===== src/rtl/gabor_pkg.sv =====
// Shared constants, FSM encoding and Gabor kernel table for the convolution scheduler.
// Latency: n/a (constants and a combinational ROM lookup).
// Backpressure: n/a.
package gabor_pkg;

    localparam int WIDTH       = 128;
    localparam int HEIGHT      = 128;
    localparam int KERNEL_SIZE = 5;
    localparam int NTAPS       = KERNEL_SIZE * KERNEL_SIZE;
    localparam int PIX_W       = 8;
    localparam int COEF_W      = 10;
    localparam int SHIFT       = 9;
    localparam int ADDR_W      = 14;
    localparam int TAP_W       = 5;
    localparam int POS_W       = 7;
    localparam int PROD_W      = PIX_W + COEF_W;
    localparam int ACC_W       = 9;
    localparam int ACC_MAX     = 255;

    typedef enum logic [2:0] {
        IDLE  = 3'd0,
        ACC   = 3'd1,
        DRAIN = 3'd2,
        EMIT  = 3'd3,
        DONE  = 3'd4
    } state_t;

    // Q9 coefficients, row-major, m = row, n = column.
    localparam logic [COEF_W-1:0] GABOR_COEF [NTAPS] = '{
        10'd0, 10'd238, 10'd22,  10'd238, 10'd0,
        10'd0, 10'd320, 10'd29,  10'd320, 10'd0,
        10'd0, 10'd353, 10'd512, 10'd353, 10'd0,
        10'd0, 10'd320, 10'd29,  10'd320, 10'd0,
        10'd0, 10'd238, 10'd22,  10'd238, 10'd0
    };

    // Coefficient ROM contents; indices past the last tap read as zero.
    function automatic logic [COEF_W-1:0] gabor_coef(input logic [TAP_W-1:0] idx);
        logic [COEF_W-1:0] val;
        val = '0;
        if (int'(idx) < NTAPS) val = GABOR_COEF[idx];
        return val;
    endfunction

endpackage


===== src/rtl/gabor_conv_ctrl_if.sv =====
// Memory read ports and result stream of the Gabor convolution scheduler.
// Latency: pixel and coefficient data return one cycle after the request.
// Backpressure: result stream is valid/ready; the read ports have none.
interface gabor_conv_ctrl_if;
    import gabor_pkg::*;

    logic                 pix_rd_en;
    logic [ADDR_W-1:0]    pix_addr;
    logic [PIX_W-1:0]     pix_rdata;
    logic [TAP_W-1:0]     coef_idx;
    logic [COEF_W-1:0]    coef;
    logic                 out_valid;
    logic                 out_ready;
    logic [PIX_W-1:0]     out_data;
    logic [POS_W-1:0]     out_row;
    logic [POS_W-1:0]     out_col;
    logic                 out_last;

    modport master (
        output pix_rd_en, pix_addr, coef_idx,
        output out_valid, out_data, out_row, out_col, out_last,
        input  pix_rdata, coef, out_ready
    );

    modport slave (
        input  pix_rd_en, pix_addr, coef_idx,
        input  out_valid, out_data, out_row, out_col, out_last,
        output pix_rdata, coef, out_ready
    );

endinterface


===== src/rtl/gabor_tap_mac.sv =====
// Single shared tap MAC: acc += (pix*coef)>>SHIFT, clamped to 255 after every add.
// Latency: one cycle from enabled operands to updated accumulator.
// Backpressure: none; the caller gates en_i.
module gabor_tap_mac
    import gabor_pkg::*;
(
    input  logic              clk,
    input  logic              reset,
    input  logic              clr_i,
    input  logic              en_i,
    input  logic [PIX_W-1:0]  pix_i,
    input  logic [COEF_W-1:0] coef_i,
    output logic [PIX_W-1:0]  acc_o
);

    logic [PROD_W-1:0] prod;
    logic [ACC_W:0]    sum;
    logic [ACC_W-1:0]  acc_d;
    logic [ACC_W-1:0]  acc_q;

    // Full-width product, truncating shift, then saturate the running sum.
    always_comb begin
        prod  = PROD_W'(pix_i) * PROD_W'(coef_i);
        sum   = {1'b0, acc_q} + (ACC_W+1)'(prod >> SHIFT);
        acc_d = (sum > (ACC_W+1)'(ACC_MAX)) ? ACC_W'(ACC_MAX) : sum[ACC_W-1:0];
    end

    // Accumulator register; clear has priority over a new contribution.
    always_ff @(posedge clk) begin
        if (reset)      acc_q <= '0;
        else if (clr_i) acc_q <= '0;
        else if (en_i)  acc_q <= acc_d;
    end

    // Clamp keeps the value within 8 bits.
    assign acc_o = acc_q[PIX_W-1:0];

endmodule


===== src/rtl/gabor_conv_ctrl.sv =====
// Frame scheduler for a 5x5 Gabor convolution: raster-scans outputs, one tap per cycle.
// Latency: 27 cycles per output pixel (25 taps + drain + emit); first result in cycle 27.
// Backpressure: EMIT holds the result and issues no reads until out_ready.
module gabor_conv_ctrl
    import gabor_pkg::*;
#(
    parameter int IMG_W = WIDTH,
    parameter int IMG_H = HEIGHT
) (
    input  logic              clk,
    input  logic              reset,
    input  logic              start,
    output logic              busy,
    output logic              done,
    gabor_conv_ctrl_if.master bus
);

    state_t             state_q;
    logic [POS_W-1:0]   r_q, c_q, nxt_r, nxt_c;
    logic [TAP_W-1:0]   tap_q;
    logic [2:0]         m_q, n_q, nxt_m, nxt_n;
    logic               busy_q, done_q, rd_en_q, tap_vld_q;
    logic               out_valid_q, out_last_q;
    logic [ADDR_W-1:0]  addr_q;
    logic [TAP_W-1:0]   coef_idx_q;
    logic [POS_W-1:0]   out_row_q, out_col_q;
    logic [PIX_W-1:0]   acc;
    logic               mac_clr;

    // Taps falling past the right or bottom edge are skipped, not zero-padded reads.
    function automatic logic tap_in_img(input logic [POS_W-1:0] r, input logic [POS_W-1:0] c,
                                        input logic [2:0] m, input logic [2:0] n);
        return ((int'(r) + int'(m)) < IMG_H) && ((int'(c) + int'(n)) < IMG_W);
    endfunction

    function automatic logic [ADDR_W-1:0] tap_addr(input logic [POS_W-1:0] r, input logic [POS_W-1:0] c,
                                                   input logic [2:0] m, input logic [2:0] n);
        return ADDR_W'((int'(r) + int'(m)) * IMG_W + int'(c) + int'(n));
    endfunction

    // Next kernel offset (m,n) and next raster position (r,c).
    always_comb begin
        nxt_m = m_q;
        nxt_n = n_q + 3'd1;
        if (n_q == 3'(KERNEL_SIZE - 1)) begin
            nxt_n = '0;
            nxt_m = m_q + 3'd1;
        end
        nxt_r = r_q;
        nxt_c = c_q + POS_W'(1);
        if (c_q == POS_W'(IMG_W - 1)) begin
            nxt_c = '0;
            nxt_r = r_q + POS_W'(1);
        end
    end

    // Accumulator restarts on frame start and on every non-final handoff.
    assign mac_clr = ((state_q == IDLE) && start) ||
                     ((state_q == EMIT) && bus.out_ready && !out_last_q);

    gabor_tap_mac u_mac (
        .clk    (clk),
        .reset  (reset),
        .clr_i  (mac_clr),
        .en_i   (tap_vld_q),
        .pix_i  (bus.pix_rdata),
        .coef_i (bus.coef),
        .acc_o  (acc)
    );

    // Scheduler FSM: counters, read requests and registered result/status outputs.
    always_ff @(posedge clk) begin
        if (reset) begin
            state_q     <= IDLE;
            r_q         <= '0;
            c_q         <= '0;
            tap_q       <= '0;
            m_q         <= '0;
            n_q         <= '0;
            busy_q      <= 1'b0;
            done_q      <= 1'b0;
            rd_en_q     <= 1'b0;
            tap_vld_q   <= 1'b0;
            addr_q      <= '0;
            coef_idx_q  <= '0;
            out_valid_q <= 1'b0;
            out_last_q  <= 1'b0;
            out_row_q   <= '0;
            out_col_q   <= '0;
        end else begin
            done_q    <= 1'b0;
            // Read data lands one cycle after the request, so the valid flag trails by one.
            tap_vld_q <= rd_en_q;
            case (state_q)
                IDLE: begin
                    if (start) begin
                        state_q    <= ACC;
                        busy_q     <= 1'b1;
                        r_q        <= '0;
                        c_q        <= '0;
                        tap_q      <= '0;
                        m_q        <= '0;
                        n_q        <= '0;
                        rd_en_q    <= 1'b1;
                        addr_q     <= '0;
                        coef_idx_q <= '0;
                    end
                end
                ACC: begin
                    if (tap_q == TAP_W'(NTAPS - 1)) begin
                        state_q <= DRAIN;
                        rd_en_q <= 1'b0;
                    end else begin
                        tap_q      <= tap_q + TAP_W'(1);
                        m_q        <= nxt_m;
                        n_q        <= nxt_n;
                        coef_idx_q <= tap_q + TAP_W'(1);
                        rd_en_q    <= tap_in_img(r_q, c_q, nxt_m, nxt_n);
                        addr_q     <= tap_addr(r_q, c_q, nxt_m, nxt_n);
                    end
                end
                DRAIN: begin
                    state_q     <= EMIT;
                    out_valid_q <= 1'b1;
                    out_row_q   <= r_q;
                    out_col_q   <= c_q;
                    out_last_q  <= (r_q == POS_W'(IMG_H - 1)) && (c_q == POS_W'(IMG_W - 1));
                end
                EMIT: begin
                    if (bus.out_ready) begin
                        out_valid_q <= 1'b0;
                        out_last_q  <= 1'b0;
                        if (out_last_q) begin
                            state_q <= DONE;
                            busy_q  <= 1'b0;
                            done_q  <= 1'b1;
                        end else begin
                            // Tap (0,0) of any output pixel is always inside the image.
                            state_q    <= ACC;
                            r_q        <= nxt_r;
                            c_q        <= nxt_c;
                            tap_q      <= '0;
                            m_q        <= '0;
                            n_q        <= '0;
                            coef_idx_q <= '0;
                            rd_en_q    <= 1'b1;
                            addr_q     <= tap_addr(nxt_r, nxt_c, 3'd0, 3'd0);
                        end
                    end
                end
                DONE: begin
                    state_q <= IDLE;
                end
                default: begin
                    state_q <= IDLE;
                end
            endcase
        end
    end

    assign busy          = busy_q;
    assign done          = done_q;
    assign bus.pix_rd_en = rd_en_q;
    assign bus.pix_addr  = addr_q;
    assign bus.coef_idx  = coef_idx_q;
    assign bus.out_valid = out_valid_q;
    assign bus.out_data  = acc;
    assign bus.out_row   = out_row_q;
    assign bus.out_col   = out_col_q;
    assign bus.out_last  = out_last_q;

endmodule


===== src/flat_wrapper.sv =====
// flat-port wrapper written by rule: the top's interface ports become plain ports
module gabor_conv_ctrl_flat import gabor_pkg::*;
#(
    parameter int IMG_W = WIDTH,
    parameter int IMG_H = HEIGHT
)
  (clk, reset, start, busy, done, bus_pix_rd_en, bus_pix_addr, bus_coef_idx, bus_out_valid, bus_out_data, bus_out_row, bus_out_col, bus_out_last, bus_pix_rdata, bus_coef, bus_out_ready);
  gabor_conv_ctrl_if bus_i ();
  input  logic clk;
  input  logic reset;
  input  logic start;
  output logic busy;
  output logic done;
  output wire logic [$bits(bus_i.pix_rd_en)-1:0] bus_pix_rd_en;
  output wire logic [$bits(bus_i.pix_addr)-1:0] bus_pix_addr;
  output wire logic [$bits(bus_i.coef_idx)-1:0] bus_coef_idx;
  output wire logic [$bits(bus_i.out_valid)-1:0] bus_out_valid;
  output wire logic [$bits(bus_i.out_data)-1:0] bus_out_data;
  output wire logic [$bits(bus_i.out_row)-1:0] bus_out_row;
  output wire logic [$bits(bus_i.out_col)-1:0] bus_out_col;
  output wire logic [$bits(bus_i.out_last)-1:0] bus_out_last;
  input wire logic [$bits(bus_i.pix_rdata)-1:0] bus_pix_rdata;
  input wire logic [$bits(bus_i.coef)-1:0] bus_coef;
  input wire logic [$bits(bus_i.out_ready)-1:0] bus_out_ready;
  assign bus_pix_rd_en = bus_i.pix_rd_en;
  assign bus_pix_addr = bus_i.pix_addr;
  assign bus_coef_idx = bus_i.coef_idx;
  assign bus_out_valid = bus_i.out_valid;
  assign bus_out_data = bus_i.out_data;
  assign bus_out_row = bus_i.out_row;
  assign bus_out_col = bus_i.out_col;
  assign bus_out_last = bus_i.out_last;
  assign bus_i.pix_rdata = bus_pix_rdata;
  assign bus_i.coef = bus_coef;
  assign bus_i.out_ready = bus_out_ready;
  gabor_conv_ctrl #(.IMG_W(IMG_W), .IMG_H(IMG_H)) u_core (.clk(clk), .reset(reset), .start(start), .busy(busy), .done(done), .bus(bus_i));
endmodule

===== config.mk =====
export PLATFORM = sky130hd
export DESIGN_NAME = gabor_conv_ctrl_flat
export DESIGN_NICKNAME = d
export VERILOG_FILES = /design/src/rtl/gabor_pkg.sv /design/src/rtl/gabor_conv_ctrl_if.sv /design/src/rtl/gabor_tap_mac.sv /design/src/rtl/gabor_conv_ctrl.sv /design/src/flat_wrapper.sv
export SDC_FILE = /design/constraint.sdc
export NUM_CORES = 1
export LEC_CHECK = 0
export ABC_CLOCK_PERIOD_IN_PS = 6130
export BUFFER_PORTS_ARGS = -buffer_cell sky130_fd_sc_hd__buf_2
export CAP_MARGIN = 5
export CORE_ASPECT_RATIO = 1.5
export CORE_MARGIN = 5
export CORE_UTILIZATION = 50
export CTS_CLUSTER_SIZE = 28
export DETAILED_ROUTE_END_ITERATION = 10
export PLACE_DENSITY = 0.72
export SLEW_MARGIN = 15
export SYNTH_ARGS = -nofsm -noshare
export SYNTH_HDL_FRONTEND = slang
export SYNTH_SLANG_ARGS = --single-unit

===== constraint.sdc =====
create_clock -name clk -period 6.13 [get_ports clk]
set_input_delay 0.613 -clock clk [delete_from_list [all_inputs] [get_ports clk]]
set_output_delay 0.613 -clock clk [all_outputs]
set_load 0.01 [all_outputs]

**Yosys cells after proc, flatten, opt, wreduce, memory -nomap -nowiden**

Cells that the tools add are included.

- Equal/unequal tests: 13
- Mux-type cells: 46
- Bitwise logic cells: 2
- $add $sub $neg: 11
- Multipliers: 1
- Reductions and logical operators: 19
- $lt $le $gt $ge: 3

Operators with widths:

| kind | count |
|---|---|
| $mux 14 | 4 |
| $mux 7 | 7 |
| $pmux 14 s3 | 1 |
| $mux 3 | 11 |
| $lt 32x9->1 const B | 1 |
| $pmux 7 s2 | 2 |
| $mux 5 | 4 |
| $mul 8x10->18 | 1 |
| $pmux 3 s3 | 2 |
| $add 7x3->8 | 2 |
| $pmux 5 s3 | 1 |
| $add 14x4->14 | 1 |
| $add 14x7->14 | 1 |
| $add 14x8->14 | 1 |
| $add 7x1->7 const B | 2 |
| $eq 7x7->1 const B | 2 |
| $pmux 3 s4 | 1 |
| $reduce_and 4->1 | 3 |
| $add 9x9->10 | 1 |
| $gt 10x8->1 const B | 1 |
| $mux 9 | 1 |
| $lt 8x8->1 const B | 1 |
| $mux 1 | 8 |
| $ne 2x2->1 const B | 4 |
| other kinds (21) | 32 |

- Output and inout port bits: 46
- Input bits: 22
- Register bits after elaboration: 71
- Word-level logic and storage cells: 111

**Longest topological paths before layout**

- Word-level depth: 7
- Gate-level depth with buffers: 24
- Mapped depth without buffers: 24

**Cells and area by module**

A second synthesis with hierarchy kept.

- Cells, all modules: 777
- Area, all modules: 6533.8 sq um

By module, submodules not included:

| module | seq. area each (sq um) | times used | area an instance (sq um) | cells each |
|---|---|---|---|---|
| gabor_conv_ctrl | 1241.2 | 1 | 3424.5 | 439 |
| gabor_tap_mac | 180.2 | 1 | 3109.2 | 338 |

**Worst setup path before layout**

No wires, ideal clock.

- Kind: input-to-reg
- From: input bus_pix_rdata[7]
- To: register u_core.u_mac.acc_q[1]
- Setup slack: -0.106 ns
- Library setup time: 0.142 ns
- Buffers on the path: 1
- Required time: 5.988 ns
- Data arrival time: 6.094 ns
- Stages on the path: 23
- Cells stage by stage: clkbuf_1 > nand2_1 > fa_1 > fa_1 > inv_1 > fa_1 > inv_1 > fa_1 > inv_1 > ha_1 > o21a_1 > o21ai_0 > nor2_1 > o21a_1 > nor2_1 > xor2_1 > fa_1 > nand2b_1 > a21oi_2 > o21ai_0 > or3b_2 > o41ai_4 > a221oi_1

- Word-level cells in the longest chain between the ends: 4

Ends and longest elaborated chain:

| what | RTL line | text |
|---|---|---|
| start, declared | flat_wrapper.sv:22 | `input wire logic [$bits(bus_i.pix_rdata)-1:0] bus_pix_rdata;` |
| $mul 8x10->18 * | gabor_tap_mac.sv:23 | `prod = PROD_W'(pix_i) * PROD_W'(coef_i);` |
| $add 9x9->10 * | gabor_tap_mac.sv:24 | `sum = {1'b0, acc_q} + (ACC_W+1)'(prod >> SHIFT);` |
| $gt 10x8->1 | gabor_tap_mac.sv:25 | `acc_d = (sum > (ACC_W+1)'(ACC_MAX)) ? ACC_W'(ACC_MAX) : sum[ACC_W-1:0];` |
| $mux 9 * | gabor_tap_mac.sv:25 |  |
| end signal, assigned | gabor_tap_mac.sv:30 | `if (reset) acc_q <= '0;` |
| end signal, assigned | gabor_tap_mac.sv:31 | `else if (clr_i) acc_q <= '0;` |
| end signal, assigned | gabor_tap_mac.sv:32 | `else if (en_i) acc_q <= acc_d;` |
| end, declared | gabor_tap_mac.sv:19 | `logic [ACC_W-1:0] acc_q;` |

Mark *: on every way between the ends. The rest lies on a longest branch, timed or not.
A chain may end at the register's enable or synchronous reset.

**Final worst setup path**

- From: input bus_pix_rdata[7]
- To: register u_core.u_mac.acc_q[5]

Same word-level chain as after synthesis.

==> summary.md <==
| Metric | Value |
|---|---|
| CTS clk-pin slew, worst paths | `0.06 ns` |
| Area grow syn2layout | `17.21%` |
| Vias in the first global route | `5,726` |
| Largest family of logic cells by synthesized area | `adder cells` |
| Die ar. | `15,200 sq um` |
| Ports | `68` |
| DRT iter0 DRCs | `199` |
| Post-CTS Setup Bufs | `0` |
| Vias per cell | `5.543` |
| Crit path kind | `in2reg` |
| Worst-margin pin slew | `0.8438 ns` |
| Post-synth ARST share | `0%` |
| Worst-path maximum fanout | `4` |
| Logic pwr share | `55.0%` |
| Leading area contributor after synthesis | `dfxtp_1` |
| Worst path buffer plus inverter count | `7` |
| Net Sw Power | `0.8887 mW` |
| Met3 WL | `565 microns` |
| Post-Synth XOR/XNOR Area | `5.067%` |
| Final Power | `2.306 mW` |
| Clock power share | `23.7%` |
| Family with the most delay on the worst path | `adder cells` |
| Crit. End Element | `flip-flop` |
| Synth top area cells | `dfxtp_1 (22%), fa_1 (16%), ha_1 (11%)` |
| Register area share after synthesis | `22.22%` |
| Crit share post-route | `95.94%` |
| Die H | `148.5 microns` |
| Top-area cell type share of the netlist area | `22.22%` |
| Initial antenna violation count | `0` |
| Mux contribution to synthesized area | `0.8020%` |
| Core ar. | `12,510 sq um` |
| Wire per inst | `16.08 microns` |
| Vias post-DR | `5,659` |
| CTS Buf Count | `9` |
| RSZ-0062 raised after global routing | `false` |
| Status | `completed` |
| Post-DP HPWL | `13,230 microns` |
| Hold-fix buffers at CTS | `0` |
| Top sig layer | `met4` |
| Routed met2 length | `9344 microns` |
| Startpoint types | `input port` |
| DRC Markers | `0` |
| Nets | `990` |
| Final setup TNS | `0 ns` |
| Yosys warns | `0` |
| Synth Area in Compound Gates | `16.12%` |
| Synthesized instance count | `768` |
| Post-synth EDFFs | `0` |
| Post-Syn Area per Cell | `8.328 sq um` |
| Post-Syn Area | `6396 sq um` |
| CTS tree | `done` |
| DRT Pass-1 Iters | `5` |
| Overall global routing resource usage | `22.44%` |
| Period minus WS final | `5.881 ns` |
| Worst skew pair latency | `0.34 ns` |
| Max-slew violations | `0` |
| Slowest cell on crit path | `fa_1` |
| Most frequent cell after synthesis | `nand2_1` |
| Hold Violations, Final | `0` |
| Final Setup Violations | `0` |
| Post-Route WL | `16,420 microns` |
| Switching share of power | `38.55%` |
| Largest net degree at the start of global routing | `53` |
| Pwr/cell area | `307.5 nW/um^2` |
| Simple-gate area share of the yosys netlist | `21.24%` |
| Clk_skew | `0.01128 ns` |
| Row cnt | `50` |
| GR Overflow Total | `0` |
| Main flop type after synthesis | `dfxtp_1` |
| Crit path cell chain | `buf_2, buf_4, and2_1, fa_1, inv_1, fa_1, inv_1, fa_1, inv_1, fa_1, inv_1, ha_1, a2111oi_1, nand2_1, a2bb2oi_1, a21oi_1, xnor2_1, ha_1, a2111o_1, o22a_1, or4_4, o41ai_4, buf_4, a21oi_1` |
| Critical Path RT | `6.36 ns` |
| Htree depth | `3` |
| Maximum VDD drop | `0.2010 mV` |
| Worst hold path class | `reg2reg` |
| Clock Tree Buf Depth | `2` |
| Gpl congestion | `0.9065` |
| Most frequent cells after synthesis | `nand2_1 (83), inv_1 (81), dfxtp_1 (71), and2_1 (64), a21oi_1 (60)` |
| Root Buffer | `clkbuf_16` |
| Fmax | `170.0 MHz` |
| Post_cts resized | `0` |
| Antenna diodes | `0` |
| Leak Pwr | `3.455 nW` |
| Global-route wire length before repair | `26,940 microns` |
| Synth Area in Adders | `27.00%` |
| WL met1 | `5917 microns` |
| Initial Utilization | `51.12%` |
| Power Internal | `1.417 mW` |
| Final ANT Viol Nets | `0` |
| Arrival time at the worst endpoint | `6.11 ns` |
| Port buffer count | `67` |
| Post-synthesis cell type count | `59` |
| Flop pwr share | `21.3%` |
| Register bit count reported by yosys | `71` |
| Slowest Stage Delay on Critical Path | `0.55 ns` |
| Max-Cap Viols | `0` |
| Clock sink count | `71` |
| Rel. slew slack | `43.54%` |
| Layout cells sized above 1 | `17.23%` |
| Die width | `102.4 microns` |
| Syn Nets | `898` |
[kinds of logic (layout without fill, tap and decap cells)]
| group | count (synthesis) | in the layout |
|---|---|---|
| compound gates | 161 | 161 |
| simple gates | 270 | 270 |
| mux | 5 | 5 |
| buf+inv | 116 | 213 |
| xor+xnor | 37 | 37 |
| flops | 71 | 71 |
| fa+ha+maj | 108 | 108 |
[placed cells by master, fill, tap and decap left out, types with 3 or more instances in the layout]
cell type	Yosys	layout
nand2_1	83	83
and3_1	3	3
nor2_1	52	52
and2_1	64	64
nand3_1	16	16
nand2b_1	10	9
a21oi_1	60	60
inv_6	0	4
a21o_1	5	5
o21ai_1	2	3
o22ai_1	3	3
buf_4	10	48
a31oi_1	4	4
a22oi_1	16	16
a221oi_1	3	3
buf_2	8	65
clkbuf_16	0	9
nor3_1	15	15
a2111oi_0	4	3
nor4_1	5	5
a22o_1	3	3
o21ai_0	35	33
or3_1	4	4
mux2i_1	4	4
nand4b_1	3	3
xnor2_1	20	20
ha_1	58	57
xor2_1	17	17
o21a_1	7	7
dfxtp_1	71	71
inv_1	81	81
fa_1	50	50
[per-stage QoR]
step	hold WS (ns)	area, sq um	instances	worst slack (ns)	util [%]
floorplan	0.4638	6397	768	0.01454	-
global placement	0.4421	7141	1005	-0.1467	57.07
detailed placement	0.4467	7141	1005	-0.2248	57.07
CTS	0.4556	7453	1021	0.1246	59.57
global route	0.4699	7497	1021	0.001404	59.92
finish	0.4540	7497	1021	0.2489	59.92
[final timing paths]
check	cells past startpoint	slack (ns)	endpoint	start
worst max-delay path	24	0.25	u_core.u_mac.acc_q[5]$_SDFFE_PP0P_	bus_pix_rdata[7]
worst min-delay path	2	0.45	u_core.bus.out_row[6]$_SDFFE_PP0P_	u_core.bus.out_row[6]$_SDFFE_PP0P_
worst max register to register	13	2.72	u_core.bus.pix_addr[12]$_SDFFE_PP0P_	u_core.n_q[0]$_SDFFE_PP0P_
worst min register to register	2	0.45	u_core.bus.out_row[6]$_SDFFE_PP0P_	u_core.bus.out_row[6]$_SDFFE_PP0P_
[per-layer routing]
layer	vias up	track usage [%]
li1	2757	-
met1	2712	23.10
met2	141	43.52
met3	49	3.050
met4	0	9.783
met5	-	0
[registers in the layout, indices dropped and copies added, names as in the netlist]
signal / flops
u_core.n_q: 3
u_core.state_q: 3
u_core.bus.pix_addr: 14
u_core.bus.out_row: 7
u_core.busy: 1
u_core.c_q: 7
u_core.u_mac.acc_q: 9
u_core.bus.out_last: 1
u_core.tap_vld_q: 1
u_core.r_q: 7
u_core.bus.out_valid: 1
u_core.m_q: 3
u_core.bus.pix_rd_en: 1
u_core.done: 1
u_core.bus.coef_idx: 5
u_core.bus.out_col: 7
[layout make-up]
type | instances | area (sq um)
clock buffer | 10 | 239.0
inverter | 81 | 304.0
sequential | 71 | 1421
timing repair buffer | 116 | 733.2
tap | 156 | 195.2
multi-input combinational | 581 | 4531
fill | 1160 | 5015
clock inverter | 6 | 73.82
[power groups by stage]
stage	Sequential, mW	Combinational, mW	Clock, mW
2_1_floorplan	0.495	0.816	0
5_1_grt	0.493	1.43	0.576
6_report	0.492	1.27	0.547
4_1_cts	0.491	1.24	0.552
3_3_place_gp	0.502	1.21	0
3_5_place_dp	0.502	1.22	0
[worst reg2reg max path, stage by stage (launching register included)]
cell,delay [ns]
dfxtp_1,0.39
inv_1,0.06
ha_1,0.24
nand2_1,0.15
xnor2_1,0.18
ha_1,0.22
inv_1,0.06
fa_1,0.49
nand4b_1,0.29
nor4_1,0.56
o21ai_0,0.17
a21boi_0,0.24
mux2i_1,0.21
nand2_1,0.06
No activity file was read; power rests on OpenSTA's default activity.
